$ cat src/rtl/lcb_pkg.sv
// Shared types and UART framing constants for the LCB responder.
// Imported by the byte receiver and the responder top.
package lcb_pkg;

   typedef enum logic [2:0] {
      IDLE,
      RX_REQ,
      TURN,
      PRE,
      TX_START,
      TX_DATA,
      TX_STOP,
      POST
   } state_e;

   typedef enum logic [1:0] {
      R_IDLE,
      R_START,
      R_DATA,
      R_STOP
   } rstate_e;

   localparam logic START     = 1'b0;
   localparam logic STOP      = 1'b1;
   localparam int   DATA_BITS = 8;

   // 80 MHz system clock at 5 Mbaud
   localparam int DEF_BIT_CYCLES = 16;

   function automatic int max2(input int a, input int b);
      return (a > b) ? a : b;
   endfunction

endpackage

$ cat src/rtl/lcb_uart_rx_byte.sv
// 8N1 byte receiver: rx synchronizer, start-bit validation,
// mid-bit sampling and framing-error detection.
module lcb_uart_rx_byte
   import lcb_pkg::*;
#(
   parameter int BIT_CYCLES = DEF_BIT_CYCLES
) (
   input  logic       clk,
   input  logic       rst,
   input  logic       rx_i,
   input  logic       en_i,
   output logic [7:0] byte_o,
   output logic       valid_o,
   output logic       ferr_o,
   output logic       busy_o
);

   localparam int CW = $clog2(BIT_CYCLES + 1);
   localparam logic [CW-1:0] HALF_C = CW'(BIT_CYCLES / 2);
   localparam logic [CW-1:0] FULL_C = CW'(BIT_CYCLES);
   localparam logic [2:0]    LAST_BIT = 3'(DATA_BITS - 1);

   // [0] first flop, [1] synchronized rx, [2] previous synchronized rx
   logic [2:0] sync_q;

   rstate_e       st_q, st_d;
   logic [CW-1:0] cnt_q, cnt_d;
   logic [2:0]    bit_q, bit_d;
   logic [7:0]    sh_q, sh_d;
   logic [7:0]    byte_q, byte_d;
   logic          valid_q, valid_d;
   logic          ferr_q, ferr_d;

   logic rxs;
   logic fall;

   assign rxs  = sync_q[1];
   assign fall = sync_q[2] & ~sync_q[1];

   always_ff @(posedge clk) begin
      if (!rst) begin
         sync_q  <= '1;
         st_q    <= R_IDLE;
         cnt_q   <= '0;
         bit_q   <= '0;
         sh_q    <= '0;
         byte_q  <= '0;
         valid_q <= 1'b0;
         ferr_q  <= 1'b0;
      end else begin
         sync_q  <= {sync_q[1:0], rx_i};
         st_q    <= st_d;
         cnt_q   <= cnt_d;
         bit_q   <= bit_d;
         sh_q    <= sh_d;
         byte_q  <= byte_d;
         valid_q <= valid_d;
         ferr_q  <= ferr_d;
      end
   end

   always_comb begin
      st_d    = st_q;
      cnt_d   = cnt_q + 1'b1;
      bit_d   = bit_q;
      sh_d    = sh_q;
      byte_d  = byte_q;
      valid_d = 1'b0;
      ferr_d  = 1'b0;
      if (!en_i) begin
         st_d  = R_IDLE;
         cnt_d = '0;
      end else begin
         unique case (st_q)
            R_IDLE: begin
               cnt_d = '0;
               if (fall) begin
                  st_d  = R_START;
                  cnt_d = CW'(1);
               end
            end
            R_START: begin
               // a start bit that is high again at mid-bit is a glitch
               if (cnt_q == HALF_C) begin
                  if (rxs == START) begin
                     st_d  = R_DATA;
                     cnt_d = CW'(1);
                     bit_d = '0;
                  end else begin
                     st_d = R_IDLE;
                  end
               end
            end
            R_DATA: begin
               if (cnt_q == FULL_C) begin
                  cnt_d = CW'(1);
                  sh_d  = {rxs, sh_q[7:1]};
                  bit_d = bit_q + 1'b1;
                  if (bit_q == LAST_BIT) begin
                     st_d = R_STOP;
                  end
               end
            end
            R_STOP: begin
               if (cnt_q == FULL_C) begin
                  st_d = R_IDLE;
                  if (rxs == STOP) begin
                     byte_d  = sh_q;
                     valid_d = 1'b1;
                  end else begin
                     ferr_d = 1'b1;
                  end
               end
            end
         endcase
      end
   end

   assign byte_o  = byte_q;
   assign valid_o = valid_q;
   assign ferr_o  = ferr_q;
   assign busy_o  = (st_q != R_IDLE);

endmodule

$ cat src/rtl/lcb_responder.sv
// RS-485 LCB slave: receives a fixed-length addressed request and,
// after a turnaround, streams a fixed-length answer from external memory.
module lcb_responder
   import lcb_pkg::*;
#(
   parameter int         BIT_CYCLES  = DEF_BIT_CYCLES,
   parameter int         RQ_BYTES    = 4,
   parameter int         ANS_BYTES   = 16,
   parameter logic [7:0] DEV_ADDR    = 8'h01,
   parameter int         TURN_CYCLES = 64,
   parameter int         GUARD_BITS  = 1,
   parameter int         GAP_BITS    = 20
) (
   input  logic       clk,
   input  logic       rst,
   input  logic       rx,
   output logic       tx,
   output logic       dirTX,
   output logic       dirRX,
   output logic [7:0] oRqByte,
   output logic       oRqStrobe,
   output logic [7:0] oAddr,
   input  logic [7:0] iData,
   output logic       oBusy,
   output logic       oErr
);

   localparam int GUARD_CYC = GUARD_BITS * BIT_CYCLES;
   localparam int GAP_CYC   = GAP_BITS * BIT_CYCLES;
   // byte reports reach the FSM two cycles after the stop-bit sample
   localparam int TURN_ADJ  = 2;
   localparam int TMR_MAX   = max2(max2(GAP_CYC, TURN_CYCLES),
                                   max2(GUARD_CYC, BIT_CYCLES));

   localparam int TW = $clog2(TMR_MAX + 1);
   localparam int RW = $clog2(RQ_BYTES + 1);
   localparam int AW = $clog2(ANS_BYTES + 1);

   localparam logic [TW-1:0] BIT_LAST   = TW'(BIT_CYCLES - 1);
   localparam logic [TW-1:0] GUARD_LAST = TW'(GUARD_CYC - 1);
   localparam logic [TW-1:0] GAP_LAST   = TW'(GAP_CYC);
   localparam logic [TW-1:0] TURN_LAST  = TW'(TURN_CYCLES - 1 - TURN_ADJ);
   localparam logic [RW-1:0] RQ_LAST    = RW'(RQ_BYTES - 1);
   localparam logic [AW-1:0] ANS_LAST   = AW'(ANS_BYTES - 1);
   localparam logic [2:0]    LAST_BIT   = 3'(DATA_BITS - 1);

   state_e        state_q, state_d;
   logic [TW-1:0] tmr_q, tmr_d;
   logic [RW-1:0] rqc_q, rqc_d;
   logic          ok_q, ok_d;
   logic [7:0]    sh_q, sh_d;
   logic [2:0]    bit_q, bit_d;
   logic [AW-1:0] ans_q, ans_d;
   logic [7:0]    addr_q, addr_d;
   logic          gerr_q, gerr_d;

   logic          rx_en;
   logic [7:0]    rx_byte;
   logic          rx_valid;
   logic          rx_ferr;
   logic          rx_busy;

   logic          first_w;
   logic          ok_w;
   logic [RW-1:0] cnt_w;
   logic          drive_w;

   assign rx_en = (state_q == IDLE) || (state_q == RX_REQ);

   lcb_uart_rx_byte #(
      .BIT_CYCLES (BIT_CYCLES)
   ) u_rx (
      .clk     (clk),
      .rst     (rst),
      .rx_i    (rx),
      .en_i    (rx_en),
      .byte_o  (rx_byte),
      .valid_o (rx_valid),
      .ferr_o  (rx_ferr),
      .busy_o  (rx_busy)
   );

   // the first byte of a request carries the address
   assign first_w = (state_q == IDLE);
   assign ok_w    = first_w ? (rx_byte == DEV_ADDR) : ok_q;
   assign cnt_w   = first_w ? '0 : rqc_q;

   always_ff @(posedge clk) begin
      if (!rst) begin
         state_q <= IDLE;
         tmr_q   <= '0;
         rqc_q   <= '0;
         ok_q    <= 1'b0;
         sh_q    <= '0;
         bit_q   <= '0;
         ans_q   <= '0;
         addr_q  <= '0;
         gerr_q  <= 1'b0;
      end else begin
         state_q <= state_d;
         tmr_q   <= tmr_d;
         rqc_q   <= rqc_d;
         ok_q    <= ok_d;
         sh_q    <= sh_d;
         bit_q   <= bit_d;
         ans_q   <= ans_d;
         addr_q  <= addr_d;
         gerr_q  <= gerr_d;
      end
   end

   always_comb begin
      state_d = state_q;
      tmr_d   = tmr_q;
      rqc_d   = rqc_q;
      ok_d    = ok_q;
      sh_d    = sh_q;
      bit_d   = bit_q;
      ans_d   = ans_q;
      addr_d  = addr_q;
      gerr_d  = 1'b0;
      unique case (state_q)
         IDLE, RX_REQ: begin
            if (rx_valid) begin
               tmr_d = '0;
               ok_d  = ok_w;
               rqc_d = cnt_w + 1'b1;
               if (cnt_w == RQ_LAST) begin
                  state_d = ok_w ? TURN : IDLE;
               end else begin
                  state_d = RX_REQ;
               end
            end else if (state_q == RX_REQ) begin
               if (rx_ferr) begin
                  state_d = IDLE;
               end else if (!rx_busy) begin
                  if (tmr_q == GAP_LAST) begin
                     gerr_d  = 1'b1;
                     state_d = IDLE;
                  end else begin
                     tmr_d = tmr_q + 1'b1;
                  end
               end
            end
         end
         TURN: begin
            tmr_d = tmr_q + 1'b1;
            if (tmr_q == TURN_LAST) begin
               state_d = PRE;
               tmr_d   = '0;
            end
         end
         PRE: begin
            tmr_d  = tmr_q + 1'b1;
            addr_d = '0;
            if (tmr_q == GUARD_LAST) begin
               state_d = TX_START;
               tmr_d   = '0;
               sh_d    = iData;
               ans_d   = '0;
            end
         end
         TX_START: begin
            tmr_d = tmr_q + 1'b1;
            if (tmr_q == BIT_LAST) begin
               state_d = TX_DATA;
               tmr_d   = '0;
               bit_d   = '0;
            end
         end
         TX_DATA: begin
            tmr_d = tmr_q + 1'b1;
            if (tmr_q == BIT_LAST) begin
               tmr_d = '0;
               sh_d  = sh_q >> 1;
               bit_d = bit_q + 1'b1;
               if (bit_q == LAST_BIT) begin
                  state_d = TX_STOP;
               end
            end
         end
         TX_STOP: begin
            tmr_d = tmr_q + 1'b1;
            // prefetch the next byte while the stop bit is on the line
            if (tmr_q == '0) begin
               addr_d = addr_q + 1'b1;
            end
            if (tmr_q == BIT_LAST) begin
               tmr_d = '0;
               if (ans_q == ANS_LAST) begin
                  state_d = POST;
               end else begin
                  ans_d   = ans_q + 1'b1;
                  sh_d    = iData;
                  state_d = TX_START;
               end
            end
         end
         POST: begin
            tmr_d = tmr_q + 1'b1;
            if (tmr_q == GUARD_LAST) begin
               state_d = IDLE;
               tmr_d   = '0;
               addr_d  = '0;
            end
         end
      endcase
   end

   assign drive_w = (state_q == PRE) || (state_q == TX_START) ||
                    (state_q == TX_DATA) || (state_q == TX_STOP) ||
                    (state_q == POST);

   assign tx = (state_q == TX_START) ? START :
               (state_q == TX_DATA)  ? sh_q[0] : STOP;

   assign dirTX     = drive_w;
   assign dirRX     = drive_w;
   assign oBusy     = drive_w || (state_q == TURN);
   assign oAddr     = addr_q;
   assign oRqByte   = rx_byte;
   assign oRqStrobe = rx_valid;
   assign oErr      = rx_ferr | gerr_q;

endmodule

$ cat config.mk
export PLATFORM = sky130hd
export DESIGN_NAME = lcb_responder
export DESIGN_NICKNAME = d
export VERILOG_FILES = /design/src/rtl/lcb_pkg.sv /design/src/rtl/lcb_uart_rx_byte.sv /design/src/rtl/lcb_responder.sv
export SDC_FILE = /design/constraint.sdc
export NUM_CORES = 1
export LEC_CHECK = 0
export BUFFER_PORTS_ARGS = -buffer_cell sky130_fd_sc_hd__buf_2
export CAP_MARGIN = 15
export CORE_MARGIN = 2
export CORE_UTILIZATION = 26
export DETAILED_ROUTE_END_ITERATION = 8
export PLACE_DENSITY_LB_ADDON = 0.2
export SYNTH_ARGS = -nofsm -noshare
export SYNTH_HDL_FRONTEND = slang
export SYNTH_SLANG_ARGS = --single-unit
export TNS_END_PERCENT = 100
$ cat constraint.sdc
create_clock -name clk -period 4 [get_ports clk]
set_input_delay 0.4 -clock clk [delete_from_list [all_inputs] [get_ports clk]]
set_output_delay 0.4 -clock clk [all_outputs]
set_load 0.005 [all_outputs]
==> flow_metrics.tcl <==
set metrics [dict create \
    status "complete, no violations" \
    clk_pin_slew_ps 60 \
    rr_endpoint "sh_q[0]" \
    synth_top_cell_by_area "dfxtp_1" \
    worstRegToRegCells 5 \
    overflow 0 \
    tns_ps 0 \
    ctsHoldBuffers 0 \
    layout.cells.non_filler 608 \
    synth_top_area_frac 0.407 \
    clock_path_buffers 2 \
    start_util 0.266 \
    die_w_um 121 \
    crit_path_cell_trace "nor2b_1 > nand2_1 > a21oi_2 > nor2_1 > a311oi_1" \
    seq_area_frac_synth 0.407 \
    tightest_slew_ps 974 \
    synth-seq-cells 72 \
    required_ps 4240 \
    synth_nets 428 \
    p_leak_nw 1.62 \
    slew_viol_final 0 \
    max_freq_mhz 374 \
    post-route-min-period_ps 2670 \
    ys.flop_type "dfxtp_1" \
    cp-start-kind "flop" \
    syn_to_final_growth_pct 16.4 \
    cts-root-buf "clkbuf_16" \
    die-area_mm2 0.0146 \
    p_int_mw 1.16 \
    hold_violations 0 \
    port_buffers 32 \
    comb_power_share 0.018 \
    grt_usage 0.113 \
    cap_violations 0 \
    cts_max_level 3 \
    cp_max_fo 16 \
    grt_pass1_vias 2677 \
    core_area_mm2 0.0133 \
    row_count 42 \
    post_drt_wl_per_cell_um 12.7 \
    antenna_found_initial 0 \
    rsz0062_at_grt "no" \
    gp_congestion 0.712 \
    post-dp-hpwl_um 5550 \
    relSlewSlack 0.350 \
    clock_latency_ps 350 \
    worst_hold_path.endpoint "u_rx.sync_q[0]" \
    vdd_drop_max_v 0.000250 \
    final.setup.worst_slack_ps 1330 \
    dr.pass1.iters 4 \
    ys_warn_count 0 \
    dp_cells 592 \
    netlist_instances 403 \
    rr_startpoint "state_q[2]" \
    cellPowerDensity_mw_per_mm2 370 \
    dp_slack_ps 1360 \
    die_h_um 121 \
    insertedDiodeCount 0 \
    grt_pass1_wl_um 13000 \
    ff2ff_setup_slack_ps 1330 \
    cp-end-kind "flop" \
    slowest_delay_ps 660 \
    synth_area_mm2 0.00354 \
    nFillCells 1427 \
    cp_slowest_cell "dfxtp_1" \
    fin_nets 452 \
    grt_max_degree 32 \
    synth-edff-count 0 \
    io_pins 33 \
    finalWirelength_um 7710 \
    num_vias 2847 \
    fin_skew_ps 9.36 \
    drt_iter0_drc 115 \
    crit_family "simple AND/OR/NAND/NOR gates" \
    finalSetupViolCount 0 \
    crit_type "reg -> reg" \
    async_flop_share 0 \
    seqPwrFrac 0.473 \
    synth_cell_types 58 \
    cts_tree "yes" \
    cts-resized-gates 0 \
    cts_made_buffers 9 \
    synth_area_leaders "dfxtp_1 (41%), nor2_1 (6.3%), mux2i_1 (5.4%), ha_1 (4.9%), nand2_1 (3.9%)" \
    whs_path_depth 2 \
    cp_num_buf_inv 0 \
    switchingPower_mw 0.365 \
    cts_setup_buffers 0 \
    hold_path.class "in -> reg" \
    post-route-drc-count 0 \
    syn_avg_cell_area_um2 8.79 \
    worstHoldStart "rx" \
    ant_nets 0 \
    min_period_over_period 0.668 \
    clock_sinks 72 \
    swShare 0.239 \
    power_frac_clock 0.508 \
    cp.arrival_ps 2910 \
    drive_gt1_frac 0.150 \
    vias_per_cell 4.68 \
]
## cells in the final DEF (no fill, tap or decap), types with 3 or more instances in the layout
| master | n |
|---|---|
| inv_6 | 3 |
| nor4_1 | 3 |
| nor2_1 | 59 |
| ha_1 | 14 |
| mux2i_1 | 19 |
| nand2b_1 | 5 |
| clkbuf_16 | 9 |
| xnor2_1 | 14 |
| and2_1 | 3 |
| and3_1 | 3 |
| o21a_1 | 4 |
| xor2_1 | 7 |
| a21oi_1 | 15 |
| nand3_1 | 26 |
| o21ai_0 | 8 |
| a211oi_1 | 4 |
| nand2_1 | 37 |
| nor2_2 | 3 |
| nor3_1 | 4 |
| buf_2 | 32 |
| nor3b_1 | 4 |
| dfxtp_1 | 72 |
| nor2b_1 | 9 |
| nand4_1 | 10 |
| inv_1 | 12 |
| a311oi_1 | 10 |
## cell families after synthesis
family	count (synthesis)	share of synthesized area
compound gates	59	0.124
xor+xnor	21	0.0519
fa+ha+maj	14	0.0495
buf+inv	34	0.0428
flops	72	0.407
mux	21	0.0601
simple gates	182	0.265
## stage by stage
stage                     power [mW]  utilization  cell area, um^2  hold WS (ps)
after CTS                       1.56        0.310             4120           222
final                           1.52        0.310             4120           236
after floorplan                0.754            -             3540           386
after global placement         0.766        0.288             3830           390
after detailed placement       0.766        0.288             3830           400
after global routing            1.59        0.310             4120           241
## how the worst max path moves through the flow
stage                          start       to  slack, ps  cells past startpoint
after floorplan             ans_q[0]  sh_q[4]       2080                      9
after global placement    state_q[2]  sh_q[3]       1440                      5
after detailed placement  state_q[2]  sh_q[4]       1360                      5
after CTS                 state_q[2]  sh_q[5]       1340                      5
after global routing      state_q[2]  sh_q[5]       1050                      5
final                     state_q[2]  sh_q[0]       1330                      5
## layout make-up
class / count / area (um^2) / area share
Inverter: 13 / 48.8 / 0.0118
Timing Repair Buffer: 34 / 175 / 0.0425
Clock inverter: 7 / 61.3 / 0.0149
Clock buffer: 9 / 225 / 0.0547
Tap cell: 176 / 220 / 0.0534
Multi-Input combinational cell: 297 / 1950 / 0.473
Sequential cell: 72 / 1440 / 0.350
## power groups by stage
stage	logic, mW	clock network (mW)	registers (mW)
after floorplan	0.0181	0	0.736
after global placement	0.0282	0	0.738
after detailed placement	0.0283	0	0.738
after CTS	0.0284	0.806	0.722
after global routing	0.0310	0.835	0.722
final	0.0276	0.775	0.722
## routing by layer
| metal | vias up | GRT usage | part of all wire |
|---|---|---|---|
| li1 | 1460 | - | - |
| met5 | - | 0 | 0 |
| met3 | 11 | 0.0363 | 0.041 |
| met4 | 0 | 0.0436 | 0.017 |
| met2 | 38 | 0.177 | 0.46 |
| met1 | 1338 | 0.144 | 0.48 |
## registers in the layout (all words and copies together) (netlist names), named ones only
register,flops
tmr_q,9
oAddr,8
sh_q,8
u_rx.byte_o,8
u_rx.sh_q,8
ans_q,5
u_rx.cnt_q,5
bit_q,3
rqc_q,3
state_q,3
u_rx.bit_q,3
u_rx.sync_q,3
gerr_q,1
ok_q,1
u_rx.ferr_o,1
u_rx.st_q,1
u_rx.valid_o,1
## synth_stat cells, types with 4 or more instances
cell and instances:
dfxtp_1 72, nor2_1 59, nand2_1 37, nand3_1 26, mux2i_1 19, a21oi_1 15, ha_1 14, xnor2_1 14
clkbuf_1 13, inv_1 12, a311oi_1 10, nand4_1 10, nor2b_1 9, o21ai_0 8, xor2_1 7, nand2b_1 5
a211oi_1 4, buf_2 4, nor3_1 4, nor3b_1 4, o21a_1 4
Note: power is estimated with default switching activity, not from simulation.
